<file path="src/rtl/rbm_pkg.sv">
// Shared RBM definitions: FSM encodings used by both Gibbs half-steps,
// accumulator sizing and the LFSR polynomial/seed.
package rbm_pkg;

  typedef enum logic [2:0] {
    ST_IDLE    = 3'b000,
    ST_MAC     = 3'b001,
    ST_BIAS    = 3'b010,
    ST_SIGMOID = 3'b011,
    ST_COMPARE = 3'b100,
    ST_DONE    = 3'b110
  } rbm_state_e;

  // x^16+x^14+x^13+x^11+1 on a left-shifting register -> bits 15,13,12,10
  localparam logic [15:0] LFSR_TAPS = 16'hB400;
  localparam logic [15:0] LFSR_SEED = 16'hACE1;

  function automatic int acc_w(input int n, input int nv);
    return n + $clog2(nv) + 1;
  endfunction

endpackage

</file>
<file path="src/rtl/rbm_lfsr16.sv">
// 16-bit Fibonacci LFSR, shifts left with feedback into bit 0 on each adv.
module rbm_lfsr16
  import rbm_pkg::*;
(
  input  logic        clk,
  input  logic        reset_n,
  input  logic        adv,
  input  logic [15:0] seed,
  output logic [15:0] q
);

  logic [15:0] q_q, q_d;

  always_comb begin
    q_d = q_q;
    if (adv) q_d = {q_q[14:0], ^(q_q & LFSR_TAPS)};
  end

  always_ff @(posedge clk or negedge reset_n) begin
    if (!reset_n) q_q <= seed;
    else          q_q <= q_d;
  end

  assign q = q_q;

endmodule

</file>
<file path="src/rtl/hidden_layer_sampler.sv">
// RBM up-pass: per hidden unit, MAC over the binary visible vector, add bias,
// hard sigmoid, then sample against a fixed or LFSR threshold.
module hidden_layer_sampler
  import rbm_pkg::*;
#(
  parameter int          NV            = 16,
  parameter int          NH            = 16,
  parameter int          N             = 8,
  parameter int          FRAC_SH       = 2,
  parameter int          DETERMINISTIC = 0,
  parameter logic [15:0] SEED          = LFSR_SEED
) (
  input  logic                             clk,
  input  logic                             reset_n,
  input  logic                             start,
  input  logic [NV-1:0]                    v_in,
  output logic                             w_rd_en,
  output logic [$clog2(NH)+$clog2(NV)-1:0] w_addr,
  input  logic [N-1:0]                     w_rdata,
  output logic [$clog2(NH)-1:0]            b_addr,
  input  logic [N-1:0]                     b_rdata,
  output logic                             system_done,
  output logic [NH-1:0]                    h_out,
  output logic [2:0]                       state_display
);

  localparam int JW = $clog2(NH);
  localparam int IW = $clog2(NV);
  localparam int KW = IW + 1;
  localparam int AW = acc_w(N, NV);

  rbm_state_e            state_q, state_d;
  logic [NV-1:0]         v_q, v_d;
  logic signed [AW-1:0]  acc_q, acc_d;
  logic [JW-1:0]         j_q, j_d;
  logic [KW-1:0]         k_q, k_d;
  logic [7:0]            p_q, p_d;
  logic [NH-1:0]         h_q, h_d;
  logic                  lfsr_adv;
  logic [15:0]           lfsr_q;

  logic signed [AW-1:0]  w_ext, b_ext, x;
  logic signed [AW:0]    s;
  logic [IW-1:0]         k_prev;
  logic [7:0]            thr;

  assign w_ext  = {{(AW-N){w_rdata[N-1]}}, w_rdata};
  assign b_ext  = {{(AW-N){b_rdata[N-1]}}, b_rdata};
  assign x      = acc_q >>> FRAC_SH;
  assign s      = {x[AW-1], x} + (AW+1)'(128);
  assign k_prev = IW'(k_q - KW'(1));
  assign thr    = (DETERMINISTIC != 0) ? 8'd128 : lfsr_q[7:0];

  rbm_lfsr16 u_lfsr (
    .clk     (clk),
    .reset_n (reset_n),
    .adv     (lfsr_adv),
    .seed    (SEED),
    .q       (lfsr_q)
  );

  always_comb begin
    state_d  = state_q;
    v_d      = v_q;
    acc_d    = acc_q;
    j_d      = j_q;
    k_d      = k_q;
    p_d      = p_q;
    h_d      = h_q;
    w_rd_en  = 1'b0;
    lfsr_adv = 1'b0;
    case (state_q)
      ST_IDLE, ST_DONE: begin
        if (start) begin
          v_d     = v_in;
          h_d     = '0;
          acc_d   = '0;
          j_d     = '0;
          k_d     = '0;
          state_d = ST_MAC;
        end
      end
      ST_MAC: begin
        w_rd_en = (k_q < KW'(NV));
        // read data trails the address by one cycle, so slot k adds W[j][k-1]
        if (k_q != '0 && v_q[k_prev]) acc_d = acc_q + w_ext;
        k_d = k_q + KW'(1);
        if (k_q == KW'(NV)) state_d = ST_BIAS;
      end
      ST_BIAS: begin
        acc_d   = acc_q + b_ext;
        state_d = ST_SIGMOID;
      end
      ST_SIGMOID: begin
        if (s < 0)        p_d = 8'd0;
        else if (s > 255) p_d = 8'd255;
        else              p_d = s[7:0];
        state_d = ST_COMPARE;
      end
      ST_COMPARE: begin
        h_d[j_q] = (p_q > thr);
        lfsr_adv = (DETERMINISTIC == 0);
        if (j_q == JW'(NH-1)) begin
          state_d = ST_DONE;
        end else begin
          j_d     = j_q + JW'(1);
          acc_d   = '0;
          k_d     = '0;
          state_d = ST_MAC;
        end
      end
      default: state_d = ST_IDLE;
    endcase
  end

  always_ff @(posedge clk or negedge reset_n) begin
    if (!reset_n) begin
      state_q <= ST_IDLE;
      v_q     <= '0;
      acc_q   <= '0;
      j_q     <= '0;
      k_q     <= '0;
      p_q     <= '0;
      h_q     <= '0;
    end else begin
      state_q <= state_d;
      v_q     <= v_d;
      acc_q   <= acc_d;
      j_q     <= j_d;
      k_q     <= k_d;
      p_q     <= p_d;
      h_q     <= h_d;
    end
  end

  assign w_addr        = {j_q, k_q[IW-1:0]};
  assign b_addr        = j_q;
  assign system_done   = (state_q == ST_DONE);
  assign h_out         = h_q;
  assign state_display = state_q;

endmodule

</file>
<file path="config.mk">
export PLATFORM = sky130hd
export DESIGN_NAME = hidden_layer_sampler
export DESIGN_NICKNAME = d
export VERILOG_FILES = /design/src/rtl/rbm_pkg.sv /design/src/rtl/rbm_lfsr16.sv /design/src/rtl/hidden_layer_sampler.sv
export SDC_FILE = /design/constraint.sdc
export NUM_CORES = 1
export LEC_CHECK = 0
export ABC_CLOCK_PERIOD_IN_PS = 7100
export BUFFER_PORTS_ARGS = -buffer_cell sky130_fd_sc_hd__clkbuf_2
export CAP_MARGIN = 20
export CORE_MARGIN = 1.5
export CORE_UTILIZATION = 64
export CTS_BUF_LIST = sky130_fd_sc_hd__clkbuf_4 sky130_fd_sc_hd__clkbuf_8
export CTS_CLUSTER_SIZE = 40
export DETAILED_ROUTE_END_ITERATION = 8
export MAX_ROUTING_LAYER = met4
export PLACE_DENSITY = 0.94
export SLEW_MARGIN = 0
export SYNTH_ARGS = -nofsm -noshare
export SYNTH_HDL_FRONTEND = slang
export SYNTH_SLANG_ARGS = --single-unit
</file>
<file path="constraint.sdc">
create_clock -name clk -period 7.1 [get_ports clk]
set_input_delay 0.355 -clock clk [delete_from_list [all_inputs] [get_ports clk]]
set_output_delay 0.355 -clock clk [all_outputs]
set_load 0.02 [all_outputs]
</file>
==> results.md, run 1 <==
* Status: finished clean
* Clock skew at 0.0203 ns
* Cell Pwr Density at 415 nW/um^2
* CTS tree: done
* Crit Path Category: flop to flop
* Post-Syn Area at 4700 um^2
* Compound-gate portion of the synthesized area at 15.4%
* Commonest non-fill, non-tap cell in the layout: nand2_1
* Avg Vias per Cell at 5.91
* Crit path capture: acc_q[12]
* Die area at 7860 um^2
* CP max stage delay at 0.61 ns
* Met2 Usage GRT at 50.5%
* Worst r2r path cells at 10
* Die Width at 88.7 um
* Clock transition at path regs at 0.10 ns
* Synth Area per Inst at 9.40 um^2
* Setup TNS at 0 ns
* Post-Synthesis Cells at 500
* Multiplexer share of the synthesized area at 5.73%
* Final #Nets at 614
* Hold Path Class: primary input to async pin
* Startpoint types: flop
* R2R Path End: acc_q[12]
* Hold bufs inserted after CTS at 0
* Core ar. at 7180 um^2
* Starting Density at 65.5%
* Final Cell Area at 5210 um^2
* Ant. Diodes at 0
* Max VDD drop at 278 uV
* Total GRT Usage at 29.1%
* Final HPWL from detailed placement at 7.21 mm
* Routed wire length per instance at 15.2 um
* CP dominant cell by count: a21oi_1
* Max Fclk at 282 MHz
* Buffers on Ports at 67
* Filler cell count at 490
* Synth Area in Adders at 7.88%
* Vias in the first global route at 3810
* FF-to-FF setup slack at 3.56 ns
* CP Capture Type: flop
* Leak at 2.49 nW
* Chip height at 88.7 um
* # rows at 31
* Worst slew pin tran at 0.986 ns
* Share of cells above drive strength 1 at 22.5%
* CP required at 7.39 ns
* Crit-path slowest cell: dfrtp_1
* GPL Wtd Cong at 0.928
* Simple-gate share of the synthesized area at 18.1%
* Post-placement cell area at 4990 um^2
* Synthesized flop and latch total at 81
* M3 GR Usage at 4.94%
* Root Driver: clkbuf_8
* Fin crit period at 3.54 ns
* Post-synth EDFFs at 0
* Clock tree buffer depth at 2
* Max_slew headroom at 34.2%
* Xor-xnor portion of the synthesized cell area at 3.54%
* Period utilization at 49.9%
* Drt drc at 0
* Final setup fails at 0
* Routed Antenna Nets at 0
* Met1 Usage GRT at 33.0%
* Max Slew Vio Count at 0
* DP Worst Slack at 3.62 ns
* CTS Sinks at 81
* Commonest cells after routing, fill and taps aside: 89 x nand2_1, 73 x dfrtp_1, 66 x clkbuf_2
* Crit path from: state_display[1]
* Total CTS buffers at 9
* Crit-path max FO at 13
* Routed wire length at 9.91 mm
* Cell Chain, Critical Path: nor3b_4, mux2_2, ha_1, fa_1, a21oi_1, o21ai_0, a21oi_1, a211oi_1, a211o_1, nand3_1
* R2r startpoint: state_display[1]
* Post-synth ARST share at 100%
* Worst-Skew Late Latency at 0.37 ns
* Sequential fraction of the synthesis area at 43.4%
* Syn. warnings at 0
* Ports at 68
* H-tree Lvls at 3
* Area delta synth->final at 11.0%
* Post-Syn Nets at 564
* Cell variety after synth at 56
* Max-Cap Viols at 0
* Final core occ at 72.7%
* Antenna violations before repair at 0
* DR iter-0 viols at 214
* Vias at 3862
* Busiest grt layer: met2
* # Post-CTS Setup Buffers at 0
* First-pass GRT wire length at 17.0 mm
* Initial DRT Pass Iterations at 4
* Main combinational cell family by area after synthesis: simple AND/OR/NAND/NOR gates
* Resized cells post-CTS at 0
* Main synth FF type: dfrtp_1
* Hold Violations, Final at 0
* Largest net degree at the start of global routing at 82
* Worst path arrival time at 3.83 ns
* Setup ws final at 3.56 ns
* RSZ-0062 raised after global routing: no
* Gr ovfl total at 0
cell families (layout without fill, tap and decap cells):
kind of cell               count (synthesis)  after routing
and+or+nand+nor                          185            185
AOI/OAI and AO/OA                        110            110
DFF                                       81             81
xor gates and xnor gates                  19             19
muxes                                     22             22
adders and majority gates                 29             29
buffers and inverters                     54            109
metal layers:
layer	up-vias	routed length [um]	part of all wire, %
met5	-	0	0
met4	0	221	2.2
met3	23	471	4.8
met2	139	5110	52
met1	1853	4110	41
li1	1847	-	-
where the power goes:
group          leakage (nW)  switching (mW)  internal (mW)
registers              1.04           0.141          0.597
logic                  1.34           0.628          0.425
clock network         0.110           0.166          0.206
sequential cells by signal, summed over array words and instances (netlist names):
register / count
h_out: 16
u_lfsr.q: 16
b_addr: 4
state_display: 3
k_q: 5
v_q: 16
p_q: 8
acc_q: 13
cell type report:
type                            instances  area (um^2)  area share (%)
Clock inverter                          5         81.3            1.56
Clock buffer                           11          139            2.66
Multi-Input combinational cell        365         2390            45.8
Timing Repair Buffer                   70          360            6.91
Sequential cell                        81         2040            39.1
Tap cell                               99          124            2.38
Inverter                               23         86.3            1.66
worst max-delay path, delay by kind of cell, from the launching register on:
kind                       cells  cell delay [ns]
muxes                          1             0.39
DFF                            1             0.61
adders and majority gates      2             0.65
and+or+nand+nor                2             0.59
AOI/OAI and AO/OA              5             1.23
synth_stat cells, types with 2 or more instances:
cell type / n / area [um^2]
dfrtp_1: 73 / 1830
or3_1: 3 / 18.8
a31oi_1: 2 / 12.5
nor2b_1: 4 / 25.0
and4_1: 2 / 17.5
buf_4: 8 / 60.1
ha_1: 28 / 350
a21oi_1: 16 / 80.1
and3_1: 2 / 12.5
nand2_1: 89 / 334
o31ai_2: 7 / 87.6
a211o_1: 2 / 17.5
buf_2: 3 / 15.0
nor3_1: 3 / 15.0
a211oi_1: 5 / 37.5
dfstp_2: 8 / 210
nor2_1: 25 / 93.8
clkbuf_1: 13 / 48.8
nand3_1: 37 / 185
nand4_1: 7 / 43.8
mux4_2: 2 / 45.0
o31ai_1: 4 / 30.0
a21o_1: 8 / 60.1
mux2i_1: 4 / 40.0
xor2_1: 10 / 87.6
nand3b_1: 2 / 15.0
o22ai_1: 2 / 12.5
nand2b_1: 5 / 31.3
mux2_2: 15 / 169
buf_6: 6 / 67.6
o21ai_0: 49 / 245
xnor2_1: 9 / 78.8
inv_1: 23 / 86.3
a21boi_0: 2 / 15.0
how the worst min path moves through the flow:
stage	end	depth (start not counted)	slack (ns)	startpoint
6_report	h_out[14]	1	0.13	reset_n
2_1_floorplan	acc_q[0]	0	0.06	reset_n
4_1_cts	v_q[4]	3	0.17	v_in[4]
3_5_place_dp	v_q[12]	2	0.46	v_q[12]
3_3_place_gp	v_q[2]	2	0.46	v_q[2]
5_1_grt	v_q[14]	3	0.20	v_in[14]
per-stage QoR:
| stage | power [mW] | std cells | hold WS [ns] |
|---|---|---|---|
| floorplan | 1.60 | 500 | 0.0594 |
| global placement | 1.69 | 637 | 0.455 |
| detailed placement | 1.78 | 638 | 0.458 |
| CTS | 2.16 | 654 | 0.172 |
| global route | 2.33 | 654 | 0.203 |
| finish | 2.16 | 654 | 0.132 |
No activity file was read; power rests on OpenSTA's default activity.
==> inputs of run 2 (changes only) <==
Settings changed: ABC_CLOCK_PERIOD_IN_PS 7100 to 3500, CORE_UTILIZATION 64 to 60, PLACE_DENSITY 0.94 to 0.89.
Clock period 7.1 ns to 3.5 ns, I/O delays scaled along.
==> results.md, run 2 (synthesized netlist as in run 1, its figures left out) <==
* Status: finished clean
* Root Driver: clkbuf_8
* Final #Nets at 630 (+2.6%)
* Ant. Diodes at 0 (unchanged)
* Cell Chain, Critical Path: nor3b_4, mux2_2, ha_1, fa_1, a21oi_1, o21ai_0, a21oi_1, a211oi_1, a211o_1, nand3_1
* Antenna violations before repair at 0 (unchanged)
* Top Family by Delay on Critical Path: compound AO/OA/AOI/OAI gates
* Max VDD drop at 516 uV (+86%)
* Logic pwr share at 51.1% (+2.4 points)
* Chip height at 91.5 um (+3.2%)
* Setup TNS at 0 ns (unchanged)
* Total GRT Usage at 26.8% (-2.3 points)
* Crit-path slowest cell: dfrtp_1
* Max-Cap Viols at 0 (unchanged)
* Initial DRT Pass Iterations at 4 (unchanged)
* Starting Density at 61.4% (-4.0 points)
* Largest net degree at the start of global routing at 82 (unchanged)
* Buffers on Ports at 67 (unchanged)
* Fin crit period at 3.09 ns (-0.448 ns)
* Leak at 2.57 nW (+3.0%)
* Drt drc at 0 (unchanged)
* Reg power frac at 32.6% (-1.5 points)
* Switch Pwr at 1.92 mW (+110%)
* Fin cells at 673 (+2.9%)
* DR iter-0 viols at 166 (-22%)
* Gr ovfl total at 0 (unchanged)
* Max_slew headroom at 55.6% (+21 points)
* Vias in the first global route at 3880 (+1.8%)
* Final HPWL from detailed placement at 7.18 mm (-0.36%)
* Period utilization at 88.4% (+39 points)
* Buf/Inv on CP at 0 (unchanged)
* GPL Wtd Cong at 0.858 (-7.5%)
* CTS tree: done
* Core ar. at 7650 um^2 (+6.6%)
* Clock tree buffer depth at 2 (unchanged)
* HP Start: v_in[8]
* Hold Path Class: primary input to flop
* Switching share of power at 43.5% (+0.23 points)
* CP required at 3.79 ns (-3.60 ns)
* Final setup fails at 0 (unchanged)
* R2r startpoint: state_display[2]
* Die Width at 91.5 um (+3.2%)
* Area delta synth->final at 14.2%
* R2R Path End: acc_q[12]
* Commonest cells after routing, fill and taps aside: 89 x nand2_1, 73 x dfrtp_1, 66 x clkbuf_2
* Worst slew pin tran at 0.666 ns (-0.320 ns)
* Cell Pwr Density at 825 nW/um^2 (+99%)
* Worst path arrival time at 3.39 ns (-0.44 ns)
* # rows at 32 (+3.2%)
* First-pass GRT wire length at 17.5 mm (+2.8%)
* Clock transition at path regs at 0.09 ns (about the same)
* CP dominant cell by count: a21oi_1
* Vias at 3889 (+0.70%)
* Crit-path max FO at 6 (-7)
* Clock share of power at 16.3% (-0.9 points)
* Max Slew Vio Count at 0 (unchanged)
* WHS Endpoint: v_q[8]
* Ports at 68 (unchanged)
* Worst r2r path cells at 10 (unchanged)
* Commonest non-fill, non-tap cell in the layout: nand2_1
* Max Fclk at 323 MHz (+14%)
* Share of cells above drive strength 1 at 23.3% (+0.77 points)
* CP Capture Type: flop
* Placed cells at 648 (+1.6%)
* Die area at 8370 um^2 (+6.4%)
* Routed wire length per instance at 15.2 um (+0.24%)
* Clock skew at 0.0116 ns (-0.00874 ns)
* Hold Violations, Final at 0 (unchanged)
* Avg Vias per Cell at 5.78 (-2.1%)
* Internal power at 2.50 mW (+100%)
* Total CTS buffers at 9 (unchanged)
* H-tree Lvls at 3 (unchanged)
* Resized cells post-CTS at 0 (unchanged)
* Crit Path Category: flop to flop
* Routed Antenna Nets at 0 (unchanged)
* FF-to-FF setup slack at 0.41 ns (-3.15 ns)
* Routed wire length at 10.2 mm (+3.1%)
* Worst Hold Depth at 3
* CP max stage delay at 0.42 ns (-0.19 ns)
* RSZ-0062 raised after global routing: no
* Worst-Skew Late Latency at 0.36 ns (about the same)
* Final core occ at 70.2% (-2.5 points)
* Startpoint types: flop
* CTS Sinks at 81 (unchanged)
==> run 2: repair_timing <==
item                      4_1_cts  5_1_grt
buffers inserted                0        0
hold endpoints to repair        6       33
hold buffers                    6        2
==> run 2: final cells by class <==
type                       instances  area [um^2]
tap                              102          128
timing repair buffer              86          513
inverter                          23         86.3
fill                             554         2280
clock buffer                      11          151
multi-input combinational        365         2390
sequential                        81         2040
clock inverter                     5         63.8
==> run 2: how the worst max path moves through the flow <==
stage / to / from / depth (start not counted)
4_1_cts: acc_q[12] / state_display[2] / 10
5_1_grt: acc_q[12] / state_display[2] / 10
2_1_floorplan: acc_q[12] / state_display[2] / 11
3_3_place_gp: acc_q[12] / state_display[2] / 10
6_report: acc_q[12] / state_display[2] / 10
3_5_place_dp: acc_q[12] / state_display[2] / 10
==> run 2: tightest hold or removal path: cells and delay by family <==
kind,cells,cell delay (ns)
buffers and inverters,1,0.08
and+or+nand+nor,2,0.09
==> run 2: routing by layer <==
metal | track usage (%) | part of all wire (%) | vias up
li1 | - | - | 1869
met1 | 31.7 | 41 | 1864
met2 | 44.6 | 51 | 125
met3 | 5.28 | 4.5 | 31
met4 | 11.6 | 3.1 | 0
met5 | - | 0 | -
==> run 2: power groups by stage <==
stage,registers (mW),logic [mW],clock network (mW)
after global placement,1.43,2.09,0
after CTS,1.43,2.23,0.737
final,1.44,2.26,0.721
after detailed placement,1.45,2.21,0
after floorplan,1.40,1.84,0
after global routing,1.47,2.52,0.785
==> run 2: metrics by stage <==
step                      power, mW  cell area, um^2  hold slack, ns  setup slack (ns)
after floorplan                3.24             4700          -0.121             0.492
after global placement         3.53             5050           0.366             0.542
after detailed placement       3.66             5050           0.370             0.444
after CTS                      4.41             5330         0.00108             0.418
after global routing           4.78             5370         0.00876             0.186
final                          4.42             5370          0.0121             0.405
==> inputs of run 3 (changes only) <==
Settings changed: SETUP_SLACK_MARGIN set to 0.5, SLEW_MARGIN 0 to unset.
==> results.md, run 3 (synthesized netlist as in run 1, its figures left out) <==
* Die Width at 91.5 um (unchanged)
* Gr ovfl total at 0 (unchanged)
* Total CTS buffers at 9 (unchanged)
* CTS Sinks at 81 (unchanged)
* Max-Cap Viols at 0 (unchanged)
* Antenna violations before repair at 0 (unchanged)
* Share of cells above drive strength 1 at 24.6% (+1.3 points)
* Final HPWL from detailed placement at 6.79 mm (-5.5%)
* Buf/Inv on CP at 3 (+3)
* Top Family by Delay on Critical Path: compound AO/OA/AOI/OAI gates
* Vias at 3818 (-1.8%)
* Clock transition at path regs at 0.08 ns (about the same)
* Max VDD drop at 538 uV (+4.3%)
* Vias in the first global route at 3674 (-5.3%)
* Worst r2r path cells at 11 (+1)
* Chip height at 91.5 um (unchanged)
* Crit-path slowest cell: dfrtp_1
* Initial DRT Pass Iterations at 4 (unchanged)
* Final core occ at 69.9% (-0.23 points)
* M3 GR Usage at 4.86% (-0.42 points)
* Routed Antenna Nets at 0 (unchanged)
* CP max stage delay at 0.41 ns (about the same)
* Starting Density at 61.4% (unchanged)
* Worst slew pin tran at 0.605 ns (-0.0607 ns)
* Die area at 8370 um^2 (unchanged)
* First-pass GRT wire length at 16.7 mm (-5.0%)
* Crit Path Category: flop to flop
* Crit path capture: acc_q[8]
* CP Capture Type: flop
* Core ar. at 7650 um^2 (unchanged)
* Ant. Diodes at 0 (unchanged)
* Setup TNS at 0 ns (unchanged)
* Met2 Usage GRT at 41.4% (-3.2 points)
* Total GRT Usage at 25.4% (-1.4 points)
* Cell Pwr Density at 822 nW/um^2 (-0.30%)
* # rows at 32 (unchanged)
* Startpoint types: flop
* CP required at 3.73 ns (-0.06 ns)
* Hold WS at 0.000119 ns (-0.0119 ns)
* Leak at 2.58 nW (+0.32%)
* FF-to-FF setup slack at 0.56 ns (+0.15 ns)
* Setup ws final at 0.557 ns (+0.152 ns)
* Commonest cells after routing, fill and taps aside: 89 x nand2_1, 73 x dfrtp_1, 66 x clkbuf_2
* Commonest non-fill, non-tap cell in the layout: nand2_1
* CTS tree: done
* R2r startpoint: state_display[2]
* Period utilization at 84.1% (-4.3 points)
* Max Slew Vio Count at 0 (unchanged)
* Area delta synth->final at 13.8%
* GPL Wtd Cong at 0.860 (+0.24%)
* Worst-Skew Late Latency at 0.36 ns (about the same)
* Status: finished clean
* DR iter-0 viols at 219 (+32%)
* Final setup fails at 0 (unchanged)
* Cell Chain, Critical Path: nor3b_4, buf_4, buf_4, mux2_4, ha_1, a21o_1, a31o_2, a21oi_4, buf_4, xor2_1, o31ai_2
* Crit path depth at 11 (+1)
* Largest net degree at the start of global routing at 82 (unchanged)
* H-tree Lvls at 3 (unchanged)
* Hold Path Class: primary input to flop
* Routed wire length per instance at 14.5 um (-4.8%)
* Crit-path max FO at 11 (+5)
* R2R Path End: acc_q[8]
* Clock tree buffer depth at 2 (unchanged)
* Hold Violations, Final at 0 (unchanged)
* Max Fclk at 340 MHz (+5.2%)
* Root Driver: clkbuf_8
* Busiest grt layer: met2
* CP dominant cell by count: buf_4
* Max_slew headroom at 59.3% (+3.7 points)
* Clock skew at 0.0132 ns (+0.00158 ns)
* Met1 Usage GRT at 31.9% (+0.14 points)
* RSZ-0062 raised after global routing: yes
* Avg Vias per Cell at 5.69 (-1.5%)
* Buffers on Ports at 67 (unchanged)
* Worst path arrival time at 3.17 ns (-0.22 ns)
* Crit path from: state_display[2]
* Filler cell count at 572 (+3.2%)
* Drt drc at 0 (unchanged)
* Fin crit period at 2.94 ns (-0.152 ns)
* DP Worst Slack at 0.440 ns (-0.00373 ns)
* Ports at 68 (unchanged)
* Final #Nets at 628 (-0.32%)
* Routed wire length at 9.70 mm (-5.1%)
-- run 3: cell count changes in the layout (fill, tap and decap cells not counted), sizes merged --
cell and delta:
dlygate4sd3 -7, buf +5, clkinv -1, clkbuf +2, clkinvlp -1
-- run 3: metal layers --
layer  share of wire, %  routed length (um)
met2                 49                4770
met1                 44                4240
met3                5.3                 510
met5                  0                   0
met4                1.8                 172
-- run 3: power breakdown --
part	switching [mW]	internal, mW	leakage [nW]
Clock	0.322	0.382	0.110
Combinational	1.33	0.925	1.42
Sequential	0.227	1.21	1.04
-- run 3: worst min path at each step --
stage | from | end | slack (ns) | cells after the start
after detailed placement | v_in[13] | v_q[13] | 0.37 | 3
final | v_in[13] | v_q[13] | 0.0001 | 3
after global placement | v_in[13] | v_q[13] | 0.37 | 3
after CTS | v_in[13] | v_q[13] | 0.002 | 3
after floorplan | reset_n | acc_q[0] | -0.12 | 0
after global routing | v_in[2] | v_q[2] | 0.007 | 3
-- run 3: what timing repair did --
action | CTS | global route
pin swaps | 0 | 2
hold endpoints to repair | 0 | 32
gates resized for setup | 1 | 3
setup buffers | 0 | 5
hold buffers | 0 | 1
endpoints found under the setup margin | 2 | 2
-- run 3: worst reg2reg max path: cells and delay by family, from the launching register on --
family | cells | cell delay, ns
AO/OA/AOI/OAI | 4 | 0.69
XOR/XNOR | 1 | 0.19
adder cells (fa/ha/maj) | 1 | 0.38
buffers and inverters | 3 | 0.44
flip-flops | 1 | 0.41
multiplexers | 1 | 0.35
AND/OR/NAND/NOR | 1 | 0.34
-- run 3: metrics by stage --
step | cell area, um^2 | instances | power [mW]
after floorplan | 4700 | 500 | 3.24
after global placement | 5050 | 648 | 3.51
after detailed placement | 5050 | 648 | 3.63
after CTS | 5260 | 664 | 4.35
after global routing | 5350 | 671 | 4.76
final | 5350 | 671 | 4.40
-- run 3: cell type report --
type	count	area, um^2	area share (%)
clock buffer	13	166	3.11
clock inverter	3	40.0	0.749
inverter	23	86.3	1.61
multi-input combinational	365	2400	44.9
sequential	81	2040	38.1
tap	102	128	2.39
timing repair buffer	84	488	9.12
